$ cat src/rtl/inv_sub_shift_serial.sv
// Byte-serial AES InvShiftRows + InvSubBytes over a 128-bit state.
// One shared inverse S-box processes one result byte per clock, with a valid/ready handshake on both sides.

module inv_sbox (
  input  logic [7:0] in_byte,
  output logic [7:0] out_byte
);

  // GF(2^8) multiply modulo x^8 + x^4 + x^3 + x + 1
  function automatic logic [7:0] gf_mul(input logic [7:0] a, input logic [7:0] b);
    logic [7:0] acc;
    logic [7:0] sh;
    acc = 8'h00;
    sh  = a;
    for (int i = 0; i < 8; i++) begin
      if (b[i]) begin
        acc = acc ^ sh;
      end else begin
        acc = acc;
      end
      sh = {sh[6:0], 1'b0} ^ (sh[7] ? 8'h1b : 8'h00);
    end
    return acc;
  endfunction

  // x^254 is the multiplicative inverse, and it maps 0 to 0 as the S-box requires
  function automatic logic [7:0] gf_inv(input logic [7:0] x);
    logic [7:0] p;
    logic [7:0] acc;
    p   = x;
    acc = 8'h01;
    for (int i = 1; i < 8; i++) begin
      p   = gf_mul(p, p);
      acc = gf_mul(acc, p);
    end
    return acc;
  endfunction

  function automatic logic [7:0] inv_affine(input logic [7:0] s);
    return {s[6:0], s[7]} ^ {s[4:0], s[7:5]} ^ {s[1:0], s[7:2]} ^ 8'h05;
  endfunction

  assign out_byte = gf_inv(inv_affine(in_byte));

endmodule

module inv_sub_shift_serial (
  input  logic         clk,
  input  logic         rst,
  input  logic         in_valid,
  output logic         in_ready,
  input  logic [127:0] in_data,
  output logic         out_valid,
  input  logic         out_ready,
  output logic [127:0] out_data,
  output logic         busy
);

  typedef enum logic [1:0] {
    IDLE = 2'd0,
    BUSY = 2'd1,
    DONE = 2'd2
  } state_e;

  state_e       state_q, state_d;
  logic [3:0]   cnt_q, cnt_d;
  logic [127:0] src_q, src_d;
  logic [127:0] res_q, res_d;

  logic [1:0]   src_col_s;
  logic [3:0]   src_idx_s;
  logic [7:0]   sbox_in_s;
  logic [7:0]   sbox_out_s;

  inv_sbox u_inv_sbox (
    .in_byte  (sbox_in_s),
    .out_byte (sbox_out_s)
  );

  // Source byte for result byte cnt=4c+r is column (c-r) mod 4 of the same row; byte k sits at bit offset 8*(15-k)
  always_comb begin
    src_col_s = cnt_q[3:2] - cnt_q[1:0];
    src_idx_s = {src_col_s, cnt_q[1:0]};
    sbox_in_s = src_q[{~src_idx_s, 3'b000} +: 8];
  end

  // Next-state, counter and datapath register updates
  always_comb begin
    state_d = state_q;
    cnt_d   = cnt_q;
    src_d   = src_q;
    res_d   = res_q;
    case (state_q)
      IDLE: begin
        if (in_valid) begin
          src_d   = in_data;
          cnt_d   = 4'd0;
          state_d = BUSY;
        end else begin
          state_d = IDLE;
        end
      end
      BUSY: begin
        res_d[{~cnt_q, 3'b000} +: 8] = sbox_out_s;
        cnt_d = cnt_q + 4'd1;
        if (cnt_q == 4'd15) begin
          state_d = DONE;
        end else begin
          state_d = BUSY;
        end
      end
      DONE: begin
        if (out_ready) begin
          state_d = IDLE;
        end else begin
          state_d = DONE;
        end
      end
      default: begin
        state_d = IDLE;
      end
    endcase
  end

  // State and datapath registers with synchronous reset
  always_ff @(posedge clk) begin
    if (rst) begin
      state_q <= IDLE;
      cnt_q   <= 4'd0;
      src_q   <= 128'h0;
      res_q   <= 128'h0;
    end else begin
      state_q <= state_d;
      cnt_q   <= cnt_d;
      src_q   <= src_d;
      res_q   <= res_d;
    end
  end

  assign in_ready  = (state_q == IDLE);
  assign out_valid = (state_q == DONE);
  assign busy      = (state_q != IDLE);
  assign out_data  = res_q;

endmodule

$ cat config.mk
export PLATFORM = sky130hd
export DESIGN_NAME = inv_sub_shift_serial
export DESIGN_NICKNAME = d
export VERILOG_FILES = /design/src/rtl/inv_sub_shift_serial.sv
export SDC_FILE = /design/constraint.sdc
export NUM_CORES = 1
export LEC_CHECK = 0
export CAP_MARGIN = 0
export CORE_MARGIN = 3
export CORE_UTILIZATION = 45
export DETAILED_ROUTE_END_ITERATION = 7
export PLACE_DENSITY = 0.65
export SYNTH_ARGS = -nofsm -noshare
export SYNTH_HDL_FRONTEND = slang
export SYNTH_SLANG_ARGS = --single-unit
$ cat constraint.sdc
create_clock -name clk -period 44.2 [get_ports clk]
set_input_delay 13.26 -clock clk [delete_from_list [all_inputs] [get_ports clk]]
set_output_delay 13.26 -clock clk [all_outputs]
set_load 0.01 [all_outputs]
# Word-level counts from Yosys, hierarchy flattened
# Index checks and enable logic that the tools add are counted.
# word_totals
register_bits	262
in_bits	132
out_inout_bits	131
# classes
n_addsub	3
n_eq_ne	4
n_shift	3
mux	210
bitwise	194
n_reduce_logical	5
# op_table
operator	n
8-bit bitwise XOR	184
8-bit two-way mux	105
5-bit two-way mux	92
128-bit bitwise mux	1
8-bit by 9-bit variable shift with 128-bit output (first input constant)	1
128-bit by 8-bit indexed part select with 8-bit output	1
8-bit by 9-bit indexed part select with 128-bit output	1
7-bit negator with 9-bit output	1
4-bit two-way mux	2
4-bit inverter	2
4-bit one-hot mux with 2 select lines	1
7-bit two-way mux	1
1-bit inverter (first input constant)	7
2-bit two-way mux	3
6-bit two-way mux	1
2-bit one-hot mux with 3 select lines	1
4-bit by 1-bit adder with 4-bit output (second input constant)	1
4-bit == test (second input constant)	1
2-bit AND reduction	2
2-bit nonzero test	2
3-bit two-way mux	1
2-bit by 1-bit == test with 1-bit output (second input constant)	1
2-bit == test (second input constant)	1
2-bit logical NOT	1
4 further kinds	5

# Logic depth before layout (Yosys ltp)
# logic_depth
word_depth	134
depth_mapped	78
mapped_depth_nobuf	64

# Hierarchy
# Synthesis repeated with hierarchy kept, for this count alone.
# hier_totals
cells_unflattened	3216
hier_area_um2	26392.8
# modules_own_cells
mod	instances	cells_per_inst	area_per_inst_um2	seq_area_each_um2
inv_sbox	1	2048	15277.2	0.0
inv_sub_shift_serial	1	1168	11115.7	5245.0

# Worst setup path before layout
# Ideal clock, no wire load.
# synth_path
path_type	reg-to-reg
start	reg cnt_q[2]
end	reg res_q[26] (netlist: out_data[26])
setup_ns	0.117
arrival_time_ns	17.281
path_slack_ns	26.802
path_stages_with_launch	72
path_buffers	9
period_less_slack_ns	17.398
path_cell_list	dfxtp_1 > clkbuf_1 > inv_1 > ha_1 > buf_2 > nand2b_1 > buf_2 > o22ai_1 > or4_1 > nand2_1 > xnor3_2 > inv_2 > ha_1 > inv_1 > a2111oi_0 > o21a_1 > nor2_1 > inv_1 > [... 36 more ...] > nand2b_1 > and3_1 > o21ai_0 > a32oi_1 > a2bb2oi_1 > o211ai_1 > xnor2_2 > xnor3_1 > xnor2_1 > nor2_1 > xnor3_1 > xnor2_1 > xor2_1 > or4_1 > buf_2 > and2_4 > buf_6 > a22o_1
# synth_between
elab_chain_cells	132
word_cells_on_any_way	396
cone_classes	add/sub: 2; shift: 3; mux: 204; bitwise: 187
# synth_lines
item	line	source
start, declared	66	logic [3:0] cnt_q, cnt_d;
start signal, assigned	134	cnt_q <= cnt_d;
2-bit subtractor	82	src_col_s = cnt_q[3:2] - cnt_q[1:0];
4-bit inverter	84	sbox_in_s = src_q[{~src_idx_s, 3'b000} +: 8];
128-bit by 8-bit indexed part select with 8-bit output	84	
8-bit bitwise XOR (2 in series)	40	return {s[6:0], s[7]} ^ {s[4:0], s[7:5]} ^ {s[1:0], s[7:2]} ^ 8'h05;
2-bit inverter (no source line)	--	
8-bit two-way mux	16	if (b[i]) begin
8-bit bitwise XOR	17	acc = acc ^ sh;
8-bit two-way mux	16	
[... 115 more ...]	--	
8-bit bitwise XOR	17	
8-bit two-way mux	16	
8-bit bitwise XOR	17	
8-bit two-way mux	16	
8-bit bitwise XOR	17	
8-bit two-way mux	16	
8-bit by 9-bit indexed part select with 128-bit output	104	res_d[{~cnt_q, 3'b000} +: 8] = sbox_out_s;
128-bit bitwise mux (*)	104	
end signal, assigned	136	res_q <= res_d;
end, declared	68	logic [127:0] res_q, res_d;
# Every way passes the cells marked *; elsewhere a longest branch is shown, timed or not.
# A chain may end at the register's enable or synchronous reset.

# Worst setup path in the final report
# layout_path
start	reg cnt_q[0]
end	reg res_q[79] (netlist: out_data[79])
# The elaborated chain is that of the path after synthesis.

==> results.toml <==
[drt]
drtIter0Drc = 2049
ant_nets = 0
firstDrtPassIters = 6
drcViolationCount = 0
wirelength_um = 84600
vias_per_cell = 5.79
drt-wirelength-per-cell_um = 19.3
vias = 25400

[timing]
tightest_slew_ps = 1110
tns_ps = 0
setup_violations = 0
skew_ps = 9.26
fmax_ghz = 0.0472
slew_headroom_pct = 25.8
fin_crit_sh_pct = 47.9
slew_violations = 0
hold_viol = 0
hold-worst-slack_ps = 451
period_needed_ps = 21160
rsz0062_at_grt = "false"

[worst_setup_path]
critPathCaptureType = "flip-flop"
worstPathArrival_ps = 21650
startpoint = "cnt_q[0]"
cp_common_cell = "xnor2_1"
crit_fanout = 39
critPathMaxStageDelay_ps = 840
crit_type = "reg2reg"
start_kind = "flip-flop"
r2r_start = "cnt_q[0]"
cp_slowest_cell = "a2111oi_0"
cp.required_ps = 44680

[synthesis]
synth_seq_area_share_pct = 19.9
synth_adder_area_share_pct = 0.521
synth_simple_gate_area_share_pct = 20.7
synth_top_family_by_area = "XOR/XNOR gates"
synth_area_um2 = 26400
netlist_instances = 3464
synth_edf_count = 0
synth_flop_cell = "dfxtp_1"
synth-seq-cells = 262
ys_types = 102
synth-compound-area-share_pct = 22.5
muxShareOfSynthArea_pct = 5.24
syn_area_per_cell_um2 = 7.62
synth_xor_area_share_pct = 26.6
synthArstFlopShare_pct = 0
syn_nets = 3607
ys_warn_count = 0

[finish]
layout_common_cells = "nand2_1, xnor2_1, nor2_1"
final_area_um2 = 30700
area_growth_pct = 16.1
drive_gt1_share_pct = 8.07
nNetsFinal = 3741
final_common_cell = "nand2_1"

[cts]
clk-insertion-delay-late_ps = 540
clock_sinks = 262
clk_pin_slew_ps = 70
holdBufCountCts = 0
clock-root-buffer = "clkbuf_16"
cts_max_level = 1
cts.repair.resized = 0
cts_buffers = 27
cts_buffer_depth = 3
cts_tree = "built"
post-cts-setup-buffers = 0

[die]
die_x_um = 248
rows = 88
dieArea_um2 = 61600
start_util_pct = 45.6
core-area_um2 = 57900
fp.dieH_um = 248
io_pins = 263

[placed_design]
placed_area_um2 = 29700
numPortBuffers = 262
dp_hpwl_um = 62000
gp_congestion = 0.903

[global_route]
overflow = 0
grt_antenna_before_repair = 3
grt_usage_pct = 26.4
grt_first_pass_wirelength_um = 132000
grt_max_degree = 86
first_global_vias = 23200

[flow_run]
drv_cap = 0

[min_path]
hp-class = "reg2reg"
worstHoldStart = "src_q[109]"

[outcome]
status = "finished clean"
## synthesized netlist by cell type (16+ instances only)
| master | number | share of area [%] |
|---|---|---|
| clkbuf_1 | 175 | 2.5 |
| nand2b_1 | 17 | 0.40 |
| o21ai_1 | 20 | 0.38 |
| mux2i_1 | 90 | 3.4 |
| nand3_1 | 90 | 1.7 |
| a211oi_1 | 55 | 1.6 |
| o21ai_0 | 172 | 3.3 |
| nor2_1 | 351 | 5.0 |
| a21oi_1 | 326 | 6.2 |
| and2_1 | 17 | 0.40 |
| or4_1 | 18 | 0.51 |
| xnor2_2 | 25 | 1.5 |
| o22ai_1 | 40 | 0.95 |
| xnor3_1 | 68 | 5.8 |
| a31oi_1 | 37 | 0.88 |
| nand2_1 | 531 | 7.5 |
| xor2_1 | 105 | 3.5 |
| and3_1 | 16 | 0.38 |
| a22oi_1 | 27 | 0.77 |
| xnor2_1 | 380 | 13 |
| nor3_1 | 84 | 1.6 |
| buf_2 | 29 | 0.55 |
| o211ai_1 | 46 | 1.3 |
| inv_1 | 33 | 0.47 |
| mux2_2 | 22 | 0.94 |
| a22o_1 | 67 | 2.2 |
| dfxtp_1 | 262 | 20 |
## worst max-delay path, delay by kind of cell (launching register included)
family	cells	cell delay, ps
buf+inv	9	2810
mux	2	440
flops	1	310
xor+xnor	26	9380
fa+ha+maj	5	2240
compound gates	10	2740
simple gates	11	3110
## flip-flops by register name, indices dropped and copies added (netlist names)
signal and flops:
cnt_q 4, state_q 2, src_q 128, out_data 128
## routing by layer
layer	vias to the layer above	GRT usage [%]	wire length, um
met1	12100	37.4	38100
met4	0	6.01	1710
met5	-	0	0
met2	734	43.7	40500
met3	104	2.14	4270
li1	12500	-	-
## worst paths after layout
check / cells after the start / endpoint / slack [ps]
setup / recovery: 63 / out_data[79] / 23040
setup reg to reg: 63 / out_data[79] / 23040
hold / removal: 2 / src_q[109] / 450
hold reg to reg: 2 / src_q[109] / 450
## final cells by class
cell class	instances	area (um2)
Fill cell	5680	27200
Multi-Input combinational cell	2924	20100
Sequential cell	262	5250
Timing Repair Buffer	340	3210
Tap cell	765	957
Clock buffer	38	797
Inverter	43	161
Clock inverter	10	159
Antenna cell	3	7.51
## cell families after synthesis
family                     Yosys count
and+or+nand+nor                   1238
AOI/OAI and AO/OA                  932
xor gates and xnor gates           615
buffers and inverters              278
DFF                                262
muxes                              128
adders and majority gates           11
## per-stage QoR
stage | utilization, % | setup slack [ps] | instances
6_report | 53.0 | 23040 | 4385
3_5_place_dp | 51.3 | 23380 | 4334
2_1_floorplan | - | 26800 | 3464
3_3_place_gp | 51.3 | 23710 | 4334
4_1_cts | 52.9 | 23310 | 4382
5_1_grt | 53.0 | 21440 | 4385
Power is not shown: default switching activity piles up to over one toggle a cycle in this logic, so the estimate is an artifact.
